## config.mk

```make
export PLATFORM = sky130hd
export DESIGN_NAME = acq_ctrl
export DESIGN_NICKNAME = d
export VERILOG_FILES = /design/src/rtl/acq_ctrl.sv
export SDC_FILE = /design/constraint.sdc
export NUM_CORES = 1
export LEC_CHECK = 0
export ABC_AREA = 1
export ABC_CLOCK_PERIOD_IN_PS = 2560
export CORE_UTILIZATION = 30
export DETAILED_ROUTE_END_ITERATION = 10
export GPL_TIMING_DRIVEN = 0
export PLACE_DENSITY_LB_ADDON = 0.05
export SYNTH_ARGS = -nofsm -noshare
export SYNTH_HDL_FRONTEND = slang
export SYNTH_SLANG_ARGS = --single-unit
```

## constraint.sdc

```tcl
create_clock -name clk -period 2.56 [get_ports clk]
set_clock_uncertainty 0.05 [all_clocks]
set_input_delay 0.768 -clock clk [delete_from_list [all_inputs] [get_ports clk]]
set_output_delay 0.768 -clock clk [all_outputs]
set_load 0.02 [all_outputs]
```

## src/rtl/acq_ctrl.sv

```systemverilog
// acq_ctrl: arm/trigger acquisition controller. Captures DEPTH samples into a
// local buffer after a trigger, then streams them out over a valid/ready port.
module acq_ctrl #(
  parameter int unsigned DATA_W = 8,
  parameter int unsigned DEPTH  = 16
) (
  input  logic              clk,
  input  logic              rst,
  input  logic              arm,
  input  logic              abort,
  input  logic              trig,
  input  logic              smp_valid,
  input  logic [DATA_W-1:0] smp_data,
  output logic              rd_valid,
  input  logic              rd_ready,
  output logic [DATA_W-1:0] rd_data,
  output logic              rd_last,
  output logic              busy,
  output logic              done
);

  localparam int unsigned CNT_W = $clog2(DEPTH);
  localparam logic [CNT_W-1:0] LAST_IDX = CNT_W'(DEPTH - 1);

  typedef enum logic [1:0] {
    IDLE    = 2'd0,
    ARMED   = 2'd1,
    CAPTURE = 2'd2,
    READOUT = 2'd3
  } state_e;

  state_e             state_q, state_d;
  logic [CNT_W-1:0]   wr_ptr_q, wr_ptr_d;
  logic [CNT_W-1:0]   rd_ptr_q, rd_ptr_d;
  logic               rd_valid_q, rd_valid_d;
  logic               rd_last_q, rd_last_d;
  logic [DATA_W-1:0]  rd_data_q, rd_data_d;
  logic               busy_q, busy_d;
  logic               done_q, done_d;
  logic               wr_en_c;
  logic [DATA_W-1:0]  mem_q [DEPTH];

  // Next-state, pointer and registered-output computation; abort overrides all.
  always_comb begin
    state_d  = state_q;
    wr_ptr_d = wr_ptr_q;
    rd_ptr_d = rd_ptr_q;
    wr_en_c  = 1'b0;
    done_d   = 1'b0;

    unique case (state_q)
      IDLE: begin
        if (arm) state_d = ARMED;
      end
      ARMED: begin
        if (trig) begin
          state_d = CAPTURE;
          if (smp_valid) begin
            wr_en_c  = 1'b1;
            wr_ptr_d = wr_ptr_q + CNT_W'(1);
          end
        end
      end
      CAPTURE: begin
        if (smp_valid) begin
          wr_en_c  = 1'b1;
          wr_ptr_d = wr_ptr_q + CNT_W'(1);
          if (wr_ptr_q == LAST_IDX) state_d = READOUT;
        end
      end
      READOUT: begin
        if (rd_valid_q && rd_ready) begin
          rd_ptr_d = rd_ptr_q + CNT_W'(1);
          if (rd_last_q) begin
            state_d = IDLE;
            done_d  = 1'b1;
          end
        end
      end
      default: state_d = IDLE;
    endcase

    if (abort) begin
      state_d  = IDLE;
      wr_ptr_d = '0;
      rd_ptr_d = '0;
      wr_en_c  = 1'b0;
      done_d   = 1'b0;
    end

    rd_valid_d = (state_d == READOUT);
    rd_last_d  = rd_valid_d && (rd_ptr_d == LAST_IDX);
    rd_data_d  = rd_valid_d ? mem_q[rd_ptr_d] : '0;
    busy_d     = (state_d != IDLE);
  end

  // Control state and registered outputs.
  always_ff @(posedge clk or posedge rst) begin
    if (rst) begin
      state_q    <= IDLE;
      wr_ptr_q   <= '0;
      rd_ptr_q   <= '0;
      rd_valid_q <= 1'b0;
      rd_last_q  <= 1'b0;
      rd_data_q  <= '0;
      busy_q     <= 1'b0;
      done_q     <= 1'b0;
    end else begin
      state_q    <= state_d;
      wr_ptr_q   <= wr_ptr_d;
      rd_ptr_q   <= rd_ptr_d;
      rd_valid_q <= rd_valid_d;
      rd_last_q  <= rd_last_d;
      rd_data_q  <= rd_data_d;
      busy_q     <= busy_d;
      done_q     <= done_d;
    end
  end

  // Sample buffer; contents intentionally survive reset.
  always_ff @(posedge clk) begin
    if (wr_en_c) mem_q[wr_ptr_q] <= smp_data;
  end

  assign rd_valid = rd_valid_q;
  assign rd_last  = rd_last_q;
  assign rd_data  = rd_data_q;
  assign busy     = busy_q;
  assign done     = done_q;

endmodule

```

==> flow_metrics.tcl <==
set metrics [dict create \
    status "completed" \
    cts_hold_buf 0 \
    leakagePower_nw 3.09 \
    drt_iter0_drc 288 \
    netlist_area_um2 6470 \
    clock-sinks 150 \
    seq_area_um2 4390 \
    rsz0062_at_grt "true" \
    grt_max_degree 23 \
    finalHoldViolCount 0 \
    setup_viol 0 \
    critPathLaunchType "input pin" \
    grt_first_pass_wirelength_mm 28.3 \
    ys_seq_elements 150 \
    setup_slack_ns 0.0964 \
    clkPwrFrac_pct 45.3 \
    p_comb_share_pct 9.6 \
    netlist_instances 578 \
    reg2reg_from "state_q[0]$_DFF_PP0_" \
    first_global_vias 4534 \
    critPathKind "input pin to flop" \
    drt_pass1_iterations 4 \
    syn_to_final_growth_pct 25.7 \
    portBuffers 26 \
    hp-class "flop to flop" \
    cap_violations 0 \
    cts_buffers 17 \
    internal_power_mw 4.66 \
    worstReg2RegEnd "rd_data[4]$_DFF_PP0_" \
    synth_fa_ha_area_share_pct 1.74 \
    rows 53 \
    placedCellCount 879 \
    vias 4446 \
    final_cell_mix "138 x nand2_1, 128 x edfxtp_1, 95 x nand3_1, 36 x inv_1, 32 x nand4_1" \
    overflow 0 \
    arrival_ns 2.76 \
    wl_per_cell_um 20.1 \
    slew_headroom_pct 36.4 \
    p_per_area_nw_per_um2 754 \
    tns_ns 0 \
    start_util_pct 30.7 \
    clkTransAtPathRegs_ns 0.06 \
    antenna_found_initial 0 \
    vdd_drop_max_v 0.000420 \
    die_w_um 149 \
    drc 0 \
    ioPinCount 27 \
    final_common_cell "nand2_1" \
    clk_path_buf_depth 2 \
    fin_crit_sh_pct 96.2 \
    seq_power_share_pct 45.2 \
    insertion_delay_ns 0.42 \
    drive_gt1_share_pct 16.4 \
    dp_slack_ns -1.05 \
    end_kind "flop" \
    fmax_mhz 406 \
    fp.dieH_um 149 \
    wirelength_mm 18.5 \
    yosysSeqAreaShare_pct 68.0 \
    min_path_cells 2 \
    required_ns 2.86 \
    finalNonFillerCells 923 \
    period_needed_ns 2.46 \
    synth-compound-area-share_pct 1.24 \
    synth_xor_area_share_pct 0 \
    clockRootBuffer "clkbuf_16" \
    die_area_um2 22100 \
    dpl.hpwl_mm 12.8 \
    postRouteAntennaNets 0 \
    avgSynthCellArea_um2 11.2 \
    syn_nets 602 \
    cts_tree "done" \
    drv_slew 0 \
    synth_cell_type_count 23 \
    synth_top_area_share_pct 59.4 \
    viasPerCell 4.82 \
    min_to "done$_DFF_PP0_" \
    worst_slew_pin_slew_ns 0.952 \
    p_sw_mw 1.46 \
    core_um2 21100 \
    cts-htree-levels 4 \
    gp_congestion 0.849 \
    yosysWarnings 0 \
    r2r_cells 10 \
    cp_max_fo 10 \
    yosysTopAreaCell "edfxtp_1" \
    synth_area_leaders "edfxtp_1 59%, dfrtp_1 8.5%, nand2_1 8.2%" \
    p_sw_share_pct 23.9 \
    synth-simple-area-share_pct 23.4 \
    nets 659 \
    synth.mux.area_fraction_pct 0 \
    synth_top_family_by_area "simple AND/OR/NAND/NOR gates" \
    grt_use_total_pct 18.1 \
    fill_cells 2066 \
    multi_input_area_um2 1870 \
    antennaDiodeCount 0 \
    worstHoldStart "rd_last$_DFF_PP0_" \
    r2r_slack_ns 0.28 \
]
[synthesized netlist by cell type (all sizes together)]
library cell and count:
o21ai 8, o211ai 1, nand3 102, dfrtp 22, edfxtp 128, inv 40
buf 29, nor2 50, ha 9, nand4 32, a211oi 1, a21oi 5
clkbuf 2, nor3 6, nand2 143
[sequential cells by signal, indices dropped and copies added (netlist names)]
signal and cells:
mem_q 128, rd_data 8, rd_ptr_q 4, wr_ptr_q 4, state_q 2, busy 1, done 1, rd_last 1
rd_valid 1
[cell families (layout without fill, tap and decap cells)]
| group | after synthesis | after routing |
|---|---|---|
| AND/OR/NAND/NOR | 333 | 333 |
| flip-flops | 150 | 150 |
| buffers and inverters | 71 | 141 |
| AO/OA/AOI/OAI | 15 | 15 |
| adder cells (fa/ha/maj) | 9 | 9 |
[area by class of cell]
cell class	instances	area share, %
buffer	31	2.89
tap	275	4.23
sequential	150	54.1
clock buffer	17	5.23
clock inverter	15	2.77
multi-input combinational	357	23.0
inverter	40	1.85
timing repair buffer	38	5.99
[metrics by stage]
stage | cell area, µm² | hold slack (ns) | utilization (%) | power [mW]
2_1_floorplan | 6470 | 0.535 | - | 3.12
3_3_place_gp | 7070 | 0.479 | 33.5 | 3.35
3_5_place_dp | 7070 | 0.481 | 33.5 | 3.37
4_1_cts | 8100 | 0.490 | 38.4 | 6.18
5_1_grt | 8130 | 0.524 | 38.5 | 6.35
6_report | 8130 | 0.492 | 38.5 | 6.12
[repair_timing]
item	in CTS	in global routing
pin swaps	15	0
endpoints found under the setup margin	131	6
resized for setup	43	11
setup buffers	12	0
[critical path, stage by stage]
cell and delay [ns]:
clkdlybuf4s50_1 0.55, nand4_1 0.21, nand3_2 0.15, buf_6 0.17, buf_2 0.27, nand2_1 0.09
nand3_1 0.07, nand3_1 0.09, nand3_1 0.18, nand2_1 0.08, nor2_1 0.13
[routing by layer]
| layer | global-route usage (%) | up-vias | wire [µm] |
|---|---|---|---|
| met2 | 28.6 | 95 | 8610 |
| met3 | 3.36 | 16 | 657 |
| met5 | 0 | - | 0 |
| met4 | 5.05 | 0 | 185 |
| met1 | 25.4 | 2203 | 9060 |
| li1 | - | 2132 | - |
[power groups by stage]
stage / clock, mW / sequential, mW / combinational [mW]
finish: 2.77 / 2.77 / 0.586
global route: 2.93 / 2.77 / 0.652
CTS: 2.82 / 2.76 / 0.590
detailed placement: 0 / 2.82 / 0.555
global placement: 0 / 2.81 / 0.540
floorplan: 0 / 2.85 / 0.264
[worst max path at each step]
stage          startpoint                      to  cells past startpoint
2_1_floorplan       abort   mem_q[0][0]$_DFFE_PP_                      7
3_3_place_gp        abort  mem_q[14][3]$_DFFE_PP_                      8
3_5_place_dp        abort  mem_q[15][0]$_DFFE_PP_                      8
4_1_cts          rd_ready    rd_data[1]$_DFF_PP0_                     11
5_1_grt          rd_ready    rd_data[7]$_DFF_PP0_                     11
6_report         rd_ready    rd_data[2]$_DFF_PP0_                     11
Power figures use the tool's default switching activity.
